<file path="src/rtl/root_scan.sv">
// root_scan: streams evaluation words, flags zero elements per word and counts roots; optional ROOT_SCAN_WEIGHT_CHECK_EN adds decode_fail
module root_scan #(
  parameter int gf = 13,
  parameter int mem_width = 8,
  parameter int depth = 256,
  parameter int sys_t = 64,
  localparam int aw = $clog2(depth),
  localparam int ew = 2 * mem_width,
  localparam int cw = $clog2(((depth * ew > sys_t) ? depth * ew : sys_t) + 1)
) (
  input  logic             clk,
  input  logic             rst,
  input  logic             start,
  output logic             rd_en,
  output logic [aw-1:0]    rd_addr,
  input  logic [ew*gf-1:0] data_in,
  output logic             err_valid,
  input  logic             err_ready,
  output logic [ew-1:0]    err_word,
  output logic [aw-1:0]    err_idx,
  output logic [cw-1:0]    root_cnt,
  output logic             busy,
  output logic             done
`ifdef ROOT_SCAN_WEIGHT_CHECK_EN
  , output logic           decode_fail
`endif
);
  typedef enum logic [1:0] {IDLE, SCAN, DRAIN, FIN} state_t;
  localparam logic [aw-1:0] last = aw'(depth - 1);
  state_t state, state_n;
  logic [1:0] cnt;
  logic pend, go, push, pop;
  logic [ew-1:0] zf, skid_w;
  logic [aw-1:0] cap_idx, skid_idx;

  function automatic logic [cw-1:0] pc(input logic [ew-1:0] w);
    logic [cw-1:0] s;
    s = '0;
    for (int i = 0; i < ew; i++) s = s + cw'(w[i]);
    return s;
  endfunction

  assign go = state == IDLE && start;
  assign push = pend;
  assign pop = err_valid && err_ready;
  assign err_valid = cnt != 2'd0;
  assign busy = state == SCAN || state == DRAIN;
  assign done = state == FIN;
  // reads are issued only if the buffer can still hold the result even with no pop next cycle
  assign rd_en = state == SCAN && (cnt + 2'(pend) - 2'(pop) <= 2'd1);

  // zero flag per element of the word returned by memory
  always_comb begin
    zf = '0;
    for (int i = 0; i < ew; i++) zf[i] = data_in[i*gf +: gf] == '0;
  end

  // next-state logic
  always_comb begin
    state_n = state;
    case (state)
      IDLE:    if (start) state_n = SCAN;
      SCAN:    if (rd_en && rd_addr == last) state_n = DRAIN;
      DRAIN:   if (pop && err_idx == last) state_n = FIN;
      default: state_n = IDLE;
    endcase
  end

  // state, read address and read-in-flight flag
  always_ff @(posedge clk or posedge rst)
    if (rst) begin
      state <= IDLE;
      pend <= 1'b0;
      rd_addr <= '0;
    end else begin
      state <= state_n;
      pend <= rd_en;
      if (go) rd_addr <= '0;
      else if (rd_en && rd_addr != last) rd_addr <= rd_addr + 1'b1;
    end

  // two-entry output buffer (output register plus skid) and root counter
  always_ff @(posedge clk or posedge rst)
    if (rst) begin
      cnt <= '0;
      err_word <= '0;
      err_idx <= '0;
      skid_w <= '0;
      skid_idx <= '0;
      cap_idx <= '0;
      root_cnt <= '0;
    end else if (go) begin
      cap_idx <= '0;
      root_cnt <= '0;
    end else begin
      cnt <= cnt + 2'(push) - 2'(pop);
      if (push) cap_idx <= cap_idx + 1'b1;
      if (pop) root_cnt <= root_cnt + pc(err_word);
      if ((pop || cnt == 2'd0) && (push || cnt == 2'd2)) begin
        err_word <= cnt == 2'd2 ? skid_w : zf;
        err_idx <= cnt == 2'd2 ? skid_idx : cap_idx;
      end
      if (push && (cnt == 2'd2 || (cnt == 2'd1 && !pop))) begin
        skid_w <= zf;
        skid_idx <= cap_idx;
      end
    end

`ifdef ROOT_SCAN_WEIGHT_CHECK_EN
  logic fail_q;
  // latch the weight verdict at completion, held until the next scan
  always_ff @(posedge clk or posedge rst)
    if (rst) fail_q <= 1'b0;
    else if (go) fail_q <= 1'b0;
    else if (state == FIN) fail_q <= root_cnt != cw'(sys_t);
  assign decode_fail = state == FIN ? root_cnt != cw'(sys_t) : fail_q;
`endif
endmodule
</file>
<file path="config.mk">
export PLATFORM = sky130hd
export DESIGN_NAME = root_scan
export DESIGN_NICKNAME = d
export VERILOG_FILES = /design/src/rtl/root_scan.sv
export SDC_FILE = /design/constraint.sdc
export NUM_CORES = 1
export LEC_CHECK = 0
export ABC_AREA = 1
export CAP_MARGIN = 5
export CORE_UTILIZATION = 42
export CTS_BUF_LIST = sky130_fd_sc_hd__clkbuf_8
export DETAILED_ROUTE_END_ITERATION = 12
export GPL_TIMING_DRIVEN = 0
export PLACE_DENSITY = 0.83
export SLEW_MARGIN = 5
export SYNTH_ARGS = -nofsm -noshare
export SYNTH_HDL_FRONTEND = slang
export SYNTH_SLANG_ARGS = --single-unit
</file>
<file path="constraint.sdc">
create_clock -name clk -period 4.7 [get_ports clk]
set_input_delay 0.94 -clock clk [delete_from_list [all_inputs] [get_ports clk]]
set_output_delay 0.94 -clock clk [all_outputs]
set_load 0.05 [all_outputs]
</file>
=== Word-level counts from Yosys, hierarchy flattened ===
Index checks and enable logic that the tools add are counted.

* Input port bits: 212
* Output and inout port bits: 49
* Logic and storage cells: 94
* Bits in registers: 82

* Order comparisons: 1
* Add/subtract/negate cells: 20
* Muxes and demuxes: 12
* Bitwise logic cells: 1
* Equality and inequality tests: 11
* Reduce and logical (&&, ||, !) cells: 39

{| class="wikitable"
|+ Operators with widths
! cell !! number
|-
| $logic_not 13->1 || 16
|-
| $mux 8 || 5
|-
| $add 13x1->13 || 3
|-
| $mux 13 || 2
|-
| $add 8x1->8 const B || 2
|-
| $eq 8x8->1 const B || 2
|-
| $mux 16 || 1
|-
| $add 12x1->13 || 1
|-
| $add 13x13->13 || 1
|-
| $add 11x1->12 || 1
|-
| $add 10x1->11 || 1
|-
| $add 9x1->10 || 1
|-
| $add 8x1->9 || 1
|-
| $logic_and 1x1->1 || 9
|-
| $add 7x1->8 || 1
|-
| $ne 8x8->1 const B || 1
|-
| $reduce_bool 2->1 || 4
|-
| $add 6x1->7 || 1
|-
| $add 5x1->6 || 1
|-
| $eq 2x2->1 const B || 3
|-
| $mux 2 || 3
|-
| $pmux 2 s3 || 1
|-
| $add 4x1->5 || 1
|-
| $add 3x1->4 || 1
|-
| other kinds (14) || 21
|}

=== Depth between registers and ports, before layout ===
Gate-level depths: netlist (run 1).

* Depth after elaboration: 18
* Gate-level depth with buffers: 17
* Gate-level depth less buffers: 17

=== Least setup slack after synthesis (run 1) ===
OpenSTA, ideal clock, no wires.

* Path kind: register to register
* Start: reg err_word[5]
* End: reg root_cnt[12]
* Path slack: 0.562 ns
* Data required time: 4.629 ns
* Arrival time: 4.067 ns
* Stages on the path, launching flop included: 17
* Setup time: 0.071 ns
* Path buffers: 0
* Clock period less this slack: 4.138 ns
* Cells stage by stage: dfrtp_1 -> inv_1 -> fa_1 -> fa_1 -> fa_1 -> fa_1 -> fa_1 -> fa_1 -> inv_1 -> nand2_1 -> nand2_1 -> nand3_1 -> nand2_1 -> nand2_1 -> nand2_1 -> nand2_1 -> nor2_1

* Longest elaborated chain between the ends: 14

{| class="wikitable"
|+ RTL lines
! element !! RTL line !! RTL
|-
| from (decl) || 19 || <nowiki>output logic [ew-1:0] err_word,</nowiki>
|-
| from (signal assigned) || 100 || <nowiki>err_word <= cnt == 2'd2 ? skid_w : zf;</nowiki>
|-
| $add 5x1->6 || 39 || <nowiki>for (int i = 0; i < ew; i++) s = s + cw'(w[i]);</nowiki>
|-
| $add 6x1->7 || 39 ||
|-
| $add 7x1->8 || 39 ||
|-
| $add 8x1->9 || 39 ||
|-
| $add 9x1->10 || 39 ||
|-
| $add 10x1->11 || 39 ||
|-
| $add 11x1->12 || 39 ||
|-
| $add 12x1->13 || 39 ||
|-
| $add 13x1->13 (3 in series) || 39 ||
|-
| $add 13x13->13 || 98 || <nowiki>if (pop) root_cnt <= root_cnt + pc(err_word);</nowiki>
|-
| $mux 13 || 98 ||
|-
| $mux 13 || 92 || <nowiki>end else if (go) begin</nowiki>
|-
| to (signal assigned) || 98 ||
|-
| to (decl) || 21 || <nowiki>output logic [cw-1:0] root_cnt,</nowiki>
|}

Every way passes these cells. The select of a mux whose other input is x is not followed.
A chain may end at the register's enable or synchronous reset.

=== Worst setup path after layout (run 1) ===
* Start: in err_ready
* End: out rd_en

* Longest elaborated chain between the ends: 4

{| class="wikitable"
|+ RTL lines
! element !! RTL line !! RTL
|-
| from (decl) || 18 || <nowiki>input logic err_ready,</nowiki>
|-
| $logic_and 1x1->1 || 45 || <nowiki>assign pop = err_valid && err_ready;</nowiki>
|-
| $sub 2x1->2 || 50 || <nowiki>assign rd_en = state == SCAN && (cnt + 2'(pend) - 2'(pop) <= 2'd1);</nowiki>
|-
| $le 2x1->1 || 50 ||
|-
| $logic_and 1x1->1 || 50 ||
|-
| to (decl) || 14 || <nowiki>output logic rd_en,</nowiki>
|}

Every way passes these cells.

==> out/metrics.yaml, run 1 <==
outcome:
  status: "completed"
pwr:
  p_seq_share_pct: 23.7
  p_leak_nw: 3.900
  vdd_drop_max_v: 0.0003825
  switching_power_mw: 2.056
  p_per_area_nw_per_um2: 504.5
  p_comb_share_pct: 63.2
  clockPowerShare_pct: 13.0
  swShare_pct: 48.66
  p_total_mw: 4.226
  p_int_mw: 2.169
timing:
  fin_worst_skew_ns: 0.01262
  final_max_slew_viol_count: 0
  max_freq_ghz: 0.2197
  max-slew-margin-rel_pct: 61.71
  min_period_ns: 4.552
  finalHoldViolations: 0
  period_share_pct: 96.85
  rsz0062_at_grt: "no"
  tightest_slew_ns: 0.5726
  fin_ws_ns: 0.1482
  worst_hold_slack_ns: 0.4939
  setup_viol: 0
cells_and_area:
  nets: 1257
  antennaDiodeCount: 0
  drive_above_1_share_pct: 6.849
  layout_common_cells: "clkdlybuf4s50_1, nand2_1, nor2_1"
  fillCellCount: 1030
  final_common_cell: "clkdlybuf4s50_1"
  area_growth_pct: 57.43
  final_cell_area_um2: 8376
logic_synthesis:
  synthAdderAreaFrac_pct: 8.278
  synth.area.top_cells: "dfrtp_1, nand2_1, nor2_1"
  syn_inst: 745
  yosys.area.top_type_share_pct: 38.57
  synth_compound_area_share_pct: 8.067
  synthMuxAreaShare_pct: 0
  synth_fp_nets: 985
  netlist_area_um2: 5320
  yosysSeqAreaShare_pct: 38.57
  synthDistinctLibCells: 31
  yosys.area_share.simple_pct: 36.22
  synth_top_family_by_area: "simple AND/OR/NAND/NOR gates"
  synth_top_cell_by_area: "dfrtp_1"
  ys_seq_elements: 82
  syn_area_per_cell_um2: 7.141
  ys_warn_count: 0
  synth_xor_area_share_pct: 0.8231
global_routing:
  busiest_layer: "met2"
  gr-total-overflow: 0
  use_met2_pct: 47.72
  grt_pass1_vias: 5873
  use_met1_pct: 31.28
  grt.total_usage_pct: 26.66
  grt_pass1_wl_mm: 27.29
  antenna_found_initial: 0
  met3_usage_pct: 6.247
  grt_max_degree: 68
worst_hold_path:
  holdPathStages: 2
  hold_end: "skid_idx[6]"
  hold_start: "skid_idx[6]"
  hp-class: "register to register"
route:
  detail-route-antenna-nets: 0
  vias: 5867
  viasPerCell: 4.930
  wirelength_mm: 16.89
  drt_iter0_markers: 320
  route.detailed.drc: 0
  wire_per_inst_um: 14.19
  firstDrtPassIters: 5
clock_tree:
  postCtsSetupBuffers: 0
  cts_buffers: 9
  cts_sinks: 82
  clk_pin_slew_ns: 0.08
  ctsHoldBuffers: 0
  clock_path_buffers: 2
  cts-root-buf: "clkbuf_8"
  cts_max_level: 3
  cts_tree: "done"
  clk_latency_ns: 0.36
  cts_resized: 1
critical_path:
  cp_max_fo: 10
  reg2reg_depth: 16
  crit_type: "input port to output pin"
  r2r_slack_ns: 0.49
  critPathLaunchType: "input port"
  critPathCaptureType: "output pin"
  crit_arrival_ns: 3.61
  worstPathRequired_ns: 3.76
  timing.rr.end: "root_cnt[12]"
  crit-reg2reg-launch: "err_word[0]"
placed_design:
  dp_hpwl_mm: 13.65
  gp_congestion: 0.8735
  post-place-ws_ns: -0.1096
  portBuffers: 260
  placed_area_um2: 8163
floorplan:
  die_x_um: 114.5
  die_h_um: 114.5
  ioPinCount: 261
  dieArea_um2: 13120
  fp-row-count: 40
  initial_core_util_pct: 43.74
  coreArea_um2: 12160
job:
  cap_violations: 0
[state kept, by name, summed over array words and instances (netlist names)]
signal	cells
err_idx	8
root_cnt	13
cap_idx	8
skid_idx	8
err_word	16
cnt	2
state	2
rd_addr	8
pend	1
skid_w	16
[per-layer routing]
layer	vias up	wire, um
met2	255	8359
met1	2689	6686
met5	-	0
li1	2883	-
met3	40	1462
met4	0	376
[worst max path at each step]
stage	end	start	slack, ns	cells past startpoint
2_1_floorplan	root_cnt[12]	err_word[5]	0.56	16
3_5_place_dp	rd_en	err_ready	-0.11	12
6_report	rd_en	err_ready	0.15	12
4_1_cts	rd_en	err_ready	0.18	12
5_1_grt	rd_en	err_ready	0.01	12
3_3_place_gp	rd_en	err_ready	-0.09	12
[through the flow]
step                instances   TNS, ns  utilization (%)
global placement         1173  -0.08505            66.87
global route             1190         0            68.87
detailed placement       1174   -0.1096            67.12
CTS                      1190         0            68.87
floorplan                 745         0                -
finish                   1190         0            68.87
[synthesized netlist by cell type, drive strengths merged]
cell type	n
nand2	204
nor2	132
inv	84
dfrtp	82
o21ai	58
nand3	43
nor3	28
or2	25
ha	16
a21oi	13
buf	12
fa	12
nand3b	12
clkbuf	7
nand4	5
xor2	4
o21bai	2
a211oi	1
a21boi	1
nor3b	1
o22ai	1
o31ai	1
xnor2	1
[logic make-up after synthesis]
kind of cell,Yosys count
compound gates,77
xor+xnor,5
fa+ha+maj,28
buf+inv,103
flops,82
simple gates,450
[critical path: stages]
cell	delay [ns]
clkdlybuf4s50_1	0.53
inv_1	0.07
nor2_2	0.22
buf_4	0.22
ha_1	0.24
inv_1	0.06
ha_1	0.15
inv_1	0.05
nand2_1	0.07
nand3b_1	0.11
a21boi_0	0.37
dlygate4sd2_1	0.58
[layout make-up]
| cell class | instances | area [um^2] | share of cell area [%] |
|---|---|---|---|
| Buffer | 19 | 112.6 | 1.344 |
| Clock buffer | 12 | 165.2 | 1.972 |
| Clock inverter | 4 | 48.80 | 0.5826 |
| Inverter | 84 | 317.8 | 3.794 |
| Multi-Input combinational cell | 560 | 2840 | 33.91 |
| Sequential cell | 82 | 2052 | 24.50 |
| Tap cell | 168 | 210.2 | 2.510 |
| Timing Repair Buffer | 261 | 2629 | 31.39 |
[power by group through the flow]
stage,sequential (mW),clock [mW],combinational [mW]
detailed placement,1.02,0,2.66
global route,1.02,0.579,2.95
CTS,1.00,0.555,2.67
finish,1.00,0.551,2.67
floorplan,1.30,0,1.51
global placement,1.01,0,2.55
(Power assumes the default switching activity.)
==> run 2: changes to the inputs <==
--- a/config.mk
+++ b/config.mk
@@ -6,7 +6,7 @@
 export NUM_CORES = 1
 export LEC_CHECK = 0
 export ABC_AREA = 1
-export CAP_MARGIN = 5
+export CAP_MARGIN = 40
 export CORE_UTILIZATION = 42
 export CTS_BUF_LIST = sky130_fd_sc_hd__clkbuf_8
 export DETAILED_ROUTE_END_ITERATION = 12
==> run 2 against run 1 <==
Sequential cell count unchanged. Combinational power about the same. Critical endpoint unchanged. Non-clock buffer count stayed put. Sequential power is essentially flat. Routed wire length did not move. Cell count unchanged. Largest power group unchanged. Critical path type unchanged.
==> out/metrics.yaml, run 2 (synthesis results as in run 1) <==
outcome:
  status: "completed"
cells_and_area:
  layout_common_cells: "clkdlybuf4s50_1, nand2_1, nor2_1"
  antennaDiodeCount: 0  # unchanged
  fin_cells: 1190  # unchanged
  final_common_cell: "clkdlybuf4s50_1"
  reg_top3: "err_word (16), skid_w (16), root_cnt (13)"
  area_growth_pct: 57.43  # unchanged
  nets: 1257  # unchanged
  drive_above_1_share_pct: 6.849  # unchanged
clock_tree:
  clk_pin_slew_ns: 0.08  # about the same
  cts_max_level: 3  # unchanged
  cts_buffers: 9  # unchanged
  clock_path_buffers: 2  # unchanged
  cts-root-buf: "clkbuf_8"
  cts_tree: "done"
  clk_latency_ns: 0.36  # about the same
  postCtsSetupBuffers: 0  # unchanged
  cts_sinks: 82  # unchanged
floorplan:
  coreArea_um2: 12160  # unchanged
  ioPinCount: 261  # unchanged
  fp-row-count: 40  # unchanged
  die_h_um: 114.5  # unchanged
  die_x_um: 114.5  # unchanged
  dieArea_um2: 13120  # unchanged
  initial_core_util_pct: 43.74  # unchanged
placed_design:
  post-place-ws_ns: -0.1096  # unchanged
  dp_hpwl_mm: 13.65  # unchanged
  dp_cells: 1174  # unchanged
  portBuffers: 260  # unchanged
  gp_congestion: 0.8735  # unchanged
timing:
  finalHoldViolations: 0  # unchanged
  setup_viol: 0  # unchanged
  period_share_pct: 96.85  # unchanged
  fin_ws_ns: 0.1482  # unchanged
  min_period_ns: 4.552  # unchanged
  final_max_slew_viol_count: 0  # unchanged
  fin_worst_skew_ns: 0.01262  # unchanged
  max-slew-margin-rel_pct: 61.71  # unchanged
  tightest_slew_ns: 0.5726  # unchanged
  rsz0062_at_grt: "no"
  max_freq_ghz: 0.2197  # unchanged
critical_path:
  worstPathRequired_ns: 3.76  # about the same
  critPathCaptureType: "output pin"
  cp_max_fo: 10  # unchanged
  reg2reg_depth: 16  # unchanged
  crit_end: "rd_en"
  cpPeakStageDelay_ns: 0.58  # about the same
  timing.rr.end: "root_cnt[12]"
  r2r_slack_ns: 0.49  # about the same
  crit_top_cell: "inv_1"
  crit-reg2reg-launch: "err_word[0]"
  path_cells: "clkdlybuf4s50_1, inv_1, nor2_2, buf_4, ha_1, inv_1, ha_1, inv_1, nand2_1, nand3b_1, a21boi_0, dlygate4sd2_1"
  worst-path-buf-inv: 6  # unchanged
  worstSetupPathDepth: 12  # unchanged
  crit_arrival_ns: 3.61  # about the same
  critPathLaunchType: "input port"
  cp_top_family: "buffers and inverters"
  crit_type: "input port to output pin"
  setup.worst_path.start: "err_ready"
  cp_slowest_cell: "dlygate4sd2_1"
route:
  viasPerCell: 4.930  # unchanged
  firstDrtPassIters: 5  # unchanged
  wire_per_inst_um: 14.19  # unchanged
  vias: 5867  # unchanged
  drt_iter0_markers: 320  # unchanged
  route.detailed.drc: 0  # unchanged
  wirelength_mm: 16.89  # unchanged
  detail-route-antenna-nets: 0  # unchanged
global_routing:
  grt_pass1_vias: 5873  # unchanged
  grt_max_degree: 68  # unchanged
  gr-total-overflow: 0  # unchanged
  antenna_found_initial: 0  # unchanged
  grt_pass1_wl_mm: 27.29  # unchanged
  grt.total_usage_pct: 26.66  # unchanged
pwr:
  vdd_drop_max_v: 0.0003825  # unchanged
  p_leak_nw: 3.900  # unchanged
  p_per_area_nw_per_um2: 504.5  # unchanged
worst_hold_path:
  hp-class: "register to register"
  holdPathStages: 2  # unchanged
job:
  cap_violations: 0  # unchanged
-- run 2: cell counts in the layout (fill, tap and decap cells not counted) --
Identical to the previous run, type by type.
-- run 2: tightest hold or removal path: stages (launching register included) --
cell	delay, ns
dfrtp_1	0.35
nand2_1	0.05
o21ai_0	0.06
-- run 2: cell type report --
type / instances / area, um^2
Tap cell: 168 / 210.2
Sequential cell: 82 / 2052
Clock buffer: 12 / 165.2
Timing Repair Buffer: 261 / 2629
Buffer: 19 / 112.6
Fill cell: 1030 / 3786
Clock inverter: 4 / 48.80
Multi-Input combinational cell: 560 / 2840
Inverter: 84 / 317.8
-- run 2: worst min-delay path by stage --
| stage | start | endpoint |
|---|---|---|
| after floorplan | skid_idx[0] | skid_idx[0] |
| after global placement | skid_idx[6] | skid_idx[6] |
| after detailed placement | skid_idx[6] | skid_idx[6] |
| after CTS | skid_idx[6] | skid_idx[6] |
| after global routing | skid_idx[1] | skid_idx[1] |
| final | skid_idx[6] | skid_idx[6] |
-- run 2: layer usage --
metal	up-vias	wire, um	GRT usage (%)
met5	-	0	0
met4	0	376	9.004
met3	40	1462	6.247
met2	255	8359	47.72
met1	2689	6686	31.28
li1	2883	-	-
-- run 2: what timing repair did --
action                                  in CTS  in global routing
hold buffers                                 0                  0
endpoints found under the setup margin       1                  0
resized for setup                            1                  0
-- run 2: power breakdown --
group          internal, mW  switching, mW  total, mW
registers             0.862          0.141       1.00
logic                  1.02           1.65       2.67
clock network         0.289          0.262      0.551
total                  2.17           2.06       4.23
-- run 2: per-stage QoR --
stage / hold slack [ns] / cell area, um^2 / TNS, ns / util, % / power (mW)
5_1_grt: 0.5151 / 8376 / 0 / 68.87 / 4.549
4_1_cts: 0.4935 / 8376 / 0 / 68.87 / 4.230
2_1_floorplan: 0.4479 / 5320 / 0 / - / 2.813
6_report: 0.4939 / 8376 / 0 / 68.87 / 4.226
3_3_place_gp: 0.4634 / 8133 / -0.08505 / 66.87 / 3.560
3_5_place_dp: 0.4732 / 8163 / -0.1096 / 67.12 / 3.675
==> run 3: changes to the inputs <==
--- a/config.mk
+++ b/config.mk
@@ -6,7 +6,6 @@
 export NUM_CORES = 1
 export LEC_CHECK = 0
 export ABC_AREA = 1
-export CAP_MARGIN = 40
 export CORE_UTILIZATION = 42
 export CTS_BUF_LIST = sky130_fd_sc_hd__clkbuf_8
 export DETAILED_ROUTE_END_ITERATION = 12
==> results of run 3 <==
Same layout as run 1: the final DEF is identical, and so are final timing and power.
